File: config.mk
export PLATFORM = sky130hd
export DESIGN_NAME = gpio_mmio
export DESIGN_NICKNAME = d
export VERILOG_FILES = /design/src/rtl/gpio_mmio.sv
export SDC_FILE = /design/constraint.sdc
export NUM_CORES = 1
export LEC_CHECK = 0
export ABC_CLOCK_PERIOD_IN_PS = 1600
export CAP_MARGIN = 25
export CORE_MARGIN = 5
export CORE_UTILIZATION = 50
export DETAILED_ROUTE_END_ITERATION = 7
export GPL_ROUTABILITY_DRIVEN = 1
export PLACE_DENSITY = 0.76
export SLEW_MARGIN = 20
export SYNTH_ARGS = -nofsm -noshare
export SYNTH_HDL_FRONTEND = slang
export SYNTH_SLANG_ARGS = --single-unit
File: constraint.sdc
create_clock -name clk -period 1.6 [get_ports clk]
set_input_delay 0.32 -clock clk [delete_from_list [all_inputs] [get_ports clk]]
set_output_delay 0.32 -clock clk [all_outputs]
set_load 0.02 [all_outputs]
File: src/rtl/gpio_mmio.sv
// GPIO peripheral: synchronized and debounced switches, LED register, sticky
// rising-edge status with interrupt enable, single-cycle request / registered read bus.
module gpio_mmio #(
   parameter logic [31:0] BASE_ADDR       = 32'hFFFF_0000,
   parameter int          DEBOUNCE_CYCLES = 4
) (
   input  logic        clk,
   input  logic        reset,
   input  logic [7:0]  switches,
   output logic [7:0]  leds,
   input  logic [31:0] addr,
   input  logic [31:0] wdata,
   input  logic        we,
   input  logic        re,
   output logic [31:0] rdata,
   output logic        rvalid,
   output logic        irq
);

   localparam logic [15:0] CNT_MAX = 16'(DEBOUNCE_CYCLES - 1);

   logic [7:0]       sync1, sync2;
   logic [7:0]       stable, stable_next;
   logic [7:0][15:0] cnt, cnt_next;
   logic [7:0]       led_r, edge_r, irq_en;
   logic [7:0]       rise, clr;
   logic             sel;
   logic [1:0]       idx;
   logic [31:0]      rd_mux;
   logic             unused_bits;

   assign sel         = (addr[31:4] == BASE_ADDR[31:4]);
   assign idx         = addr[3:2];
   assign unused_bits = ^{wdata[31:8], addr[1:0]};

   always_ff @(posedge clk or negedge reset) begin
      if (!reset) begin
         sync1 <= '0;
         sync2 <= '0;
      end else begin
         sync1 <= switches;
         sync2 <= sync1;
      end
   end

   // Any cycle where sync2 agrees with stable restarts the window.
   always_comb begin
      stable_next = stable;
      cnt_next    = '0;
      for (int i = 0; i < 8; i++) begin
         if (sync2[i] != stable[i]) begin
            if (cnt[i] == CNT_MAX) stable_next[i] = sync2[i];
            else                   cnt_next[i]    = cnt[i] + 16'd1;
         end
      end
   end

   assign rise = stable_next & ~stable;
   assign clr  = (sel && we && idx == 2'd2) ? wdata[7:0] : 8'h00;

   always_ff @(posedge clk or negedge reset) begin
      if (!reset) begin
         stable <= '0;
         cnt    <= '0;
         edge_r <= '0;
      end else begin
         stable <= stable_next;
         cnt    <= cnt_next;
         edge_r <= (edge_r & ~clr) | rise;
      end
   end

   always_ff @(posedge clk or negedge reset) begin
      if (!reset) begin
         led_r  <= '0;
         irq_en <= '0;
      end else if (sel && we) begin
         if (idx == 2'd1) led_r  <= wdata[7:0];
         if (idx == 2'd3) irq_en <= wdata[7:0];
      end
   end

   always_comb begin
      rd_mux = '0;
      case (idx)
         2'd0:    rd_mux = {24'h0, stable};
         2'd1:    rd_mux = {24'h0, led_r};
         2'd2:    rd_mux = {24'h0, edge_r};
         default: rd_mux = {24'h0, irq_en};
      endcase
   end

   // Read mux sees pre-edge register values, so a same-cycle write reads old data.
   always_ff @(posedge clk or negedge reset) begin
      if (!reset) begin
         rdata  <= '0;
         rvalid <= 1'b0;
      end else begin
         rvalid <= re;
         if (re) rdata <= sel ? rd_mux : 32'h0;
      end
   end

   assign leds = led_r;
   assign irq  = |(edge_r & irq_en);

endmodule

==> metrics.txt <==
Die Ht 144 microns; largest area contributor in the netlist dfrtp_1; routability cong. 0.878; total CTS buffers 17; Crit Path Category flop to output pin; # Max-Cap Violations 0; share of cells above drive strength 1 23.2%; Reg clk slew, reported paths 0.07 ns; Die Wd 144 microns; clk root buf clkbuf_16; final worst slack -0.188 ns; crit path DAT 1.47 ns; port bufs 67; WHS 0.320 ns; total I/O pin count 118; total clock sinks 185; Fin. Hold Viols 0; Routed Antenna Nets 0; initial antenna violation count 1; final count of negative-setup-slack endpoints 1; NumNets Final 1,090; synth unique cells 41; Reg-to-Reg Start cnt[80]; violated checks negative setup slack; Tcrit/Tclk final 112%; Layout fillers 1,354; final wirelength 19,400 microns; clock period minus worst slack 1.79 ns; DR DRC count 0; R2R depth 5; setup TNS -0.188 ns; Clock Path Buffers 2; FMAX 559 MHz; Worst-Skew Late Latency 0.43 ns; FP Rows 48; worst hold start switches[7]; first-pass GRT wire length 32,400 microns; Hold Path Class input port to flop; die area 0.0206 sq mm; CP Launch Type flop; Power Density 1070 mW/mm^2; status finished with violations; DR iter-0 viols 389; total track usage 19.5%; sequential-to-total area share from yosys stat 52.0%; gr ovfl total 0; Mean Syn Cell Area 10.5 sq um; Worst EP required 1.28 ns; Netlist Area Pre-Place 0.00891 sq mm; CTS tree done; top fanout value on the critical path 3; max-slew violations 0; RSZ-0062 raised after global routing yes; worst hold endpoint sync1[7]; wire length per cell 15.6 microns; FF+latch count, synth 185; First-pass DRT Iterations 6; largest net degree at the start of global routing 45; H-tree depth 4; reg2reg setup slack 0.02 ns; DR vias/cell 5.40; cell count after synthesis 848; area fraction of the dominant cell type after synthesis 52.0%; Crit. Startpoint edge_r[3]; # diodes 0; Crit. End Element output pin; Area Growth Syn to Fin 25.8%; placed wire-length estimate 13,400 microns; Max IR drop VDD 0.810 mV; yosys warns 0; leakage 4.72 nW; clk_skew 0.0109 ns; top post-synthesis cells by area dfrtp_1 52%, xnor2_1 8.1%, nor2_1 5.6%, nand4_1 3.5%, xor2_1 3.3%; Core ar. 0.0174 sq mm; reg2reg end cnt[95]; Starting Density 51.2%; number of global-route vias before repair 6,684; Hold Path Cell Cnt 1; Vias 6,717
==> repair_timing <==
item | 4_1_cts | 5_1_grt
setup buffers | 2 | 9
gates resized for setup | 86 | 77
hold endpoints to repair | 24 | 0
setup endpoints to repair | 59 | 140
hold buffers | 1 | 0
pin swaps | 14 | 27
==> report_power, final <==
part	switching [W]	internal, W
Clock	0.00191	0.00203
Sequential	0.000388	0.00502
Combinational	0.00135	0.00128
==> layer usage <==
layer / vias to the layer above / GRT usage [%] / share of wire, %
met5: - / 0 / 0.036
met4: 2 / 4.26 / 1.1
met3: 23 / 4.56 / 4.7
met2: 141 / 32.0 / 50
met1: 3315 / 26.8 / 44
li1: 3236 / - / -
==> cell families after synthesis <==
family                     count (synthesis)  synth area share [%]
AOI/OAI and AO/OA                         28                  2.18
muxes                                     32                  5.05
adders and majority gates                  8                  1.12
buffers and inverters                     79                  4.44
xor gates and xnor gates                 116                  11.4
other                                      1                0.0421
DFF                                      185                  52.0
and+or+nand+nor                          399                  23.8
==> how the worst max path moves through the flow <==
stage	end	slack (ns)	cells after the start
after floorplan	edge_r[0]	-0.24	5
after global placement	edge_r[2]	-0.72	5
after detailed placement	edge_r[0]	-0.79	5
after CTS	irq	-0.20	3
after global routing	irq	-0.23	3
final	irq	-0.19	3
==> layout by cell type, fill, tap and decap left out, drive strengths merged, types with 2 or more instances in the layout <==
| cell | count |
|---|---|
| dfrtp | 185 |
| nor2 | 134 |
| buf | 102 |
| xnor2 | 82 |
| nand4 | 51 |
| inv | 43 |
| nor4 | 43 |
| nand3 | 40 |
| nand2 | 40 |
| nor3 | 36 |
| xor2 | 34 |
| clkbuf | 31 |
| conb | 24 |
| mux2 | 24 |
| dlygate4sd2 | 21 |
| clkdlybuf4s50 | 19 |
| and3 | 9 |
| nor3b | 9 |
| nor2b | 8 |
| a211o | 8 |
| mux4 | 8 |
| o22ai | 8 |
| and4 | 8 |
| nor4b | 8 |
| ha | 8 |
| or3 | 5 |
| clkinv | 5 |
| a21oi | 4 |
| a22oi | 4 |
| o21ai | 3 |
| clkdlybuf4s15 | 3 |
| or2 | 2 |
==> area by class of cell <==
cell class                      count  area, sq um  share of cell area (%)
Multi-Input combinational cell    607         4300                    38.4
Sequential cell                   185         4640                    41.4
Tap cell                          225          282                    2.51
Inverter                           35          131                    1.17
Timing Repair Buffer              160         1320                    11.8
Clock inverter                     14          113                    1.00
Clock buffer                       18          429                    3.83
==> critical path, stage by stage (launching register included) <==
cell	delay (ns)
dfrtp_1	0.42
a22oi_2	0.18
nand4_1	0.20
buf_4	0.23
==> cell usage after synthesis (all sizes together) <==
cell type    n
o22ai        8
a31o         1
nor2       134
and3         9
nand2       40
a211o        8
nand3b       1
nor2b        8
ha           8
a21oi        4
nor3        36
nand4       51
nand3       40
buf         27
inv         35
nor4b        8
conb         1
dfrtp      185
xnor2       82
nor3b        9
mux4         8
or2          2
nand4bb      1
and4b        1
nand2b       1
a22oi        4
xor2        34
mux2        24
and2         1
clkbuf      17
or3          5
nor4        43
and4         8
o21ai        3
or4          1
==> per-stage QoR <==
step           worst slack (ns)  cell area, sq um  total power [W]  cells  util, %
6_report                 -0.188             11200           0.0120   1244     64.3
5_1_grt                  -0.231             11200           0.0126   1244     64.3
4_1_cts                  -0.200             10900           0.0118   1235     62.6
3_5_place_dp             -0.792             10400          0.00786   1200     59.7
3_3_place_gp             -0.716             10400          0.00778   1200     59.7
2_1_floorplan            -0.241              9060          0.00673    871        -
==> flip-flops by register name (all words and copies together) (netlist names) <==
register,cells
cnt,128
sync2,8
edge_r,8
irq_en,8
leds,8
sync1,8
stable,8
rdata,8
rvalid,1
Power figures use the tool's default switching activity.
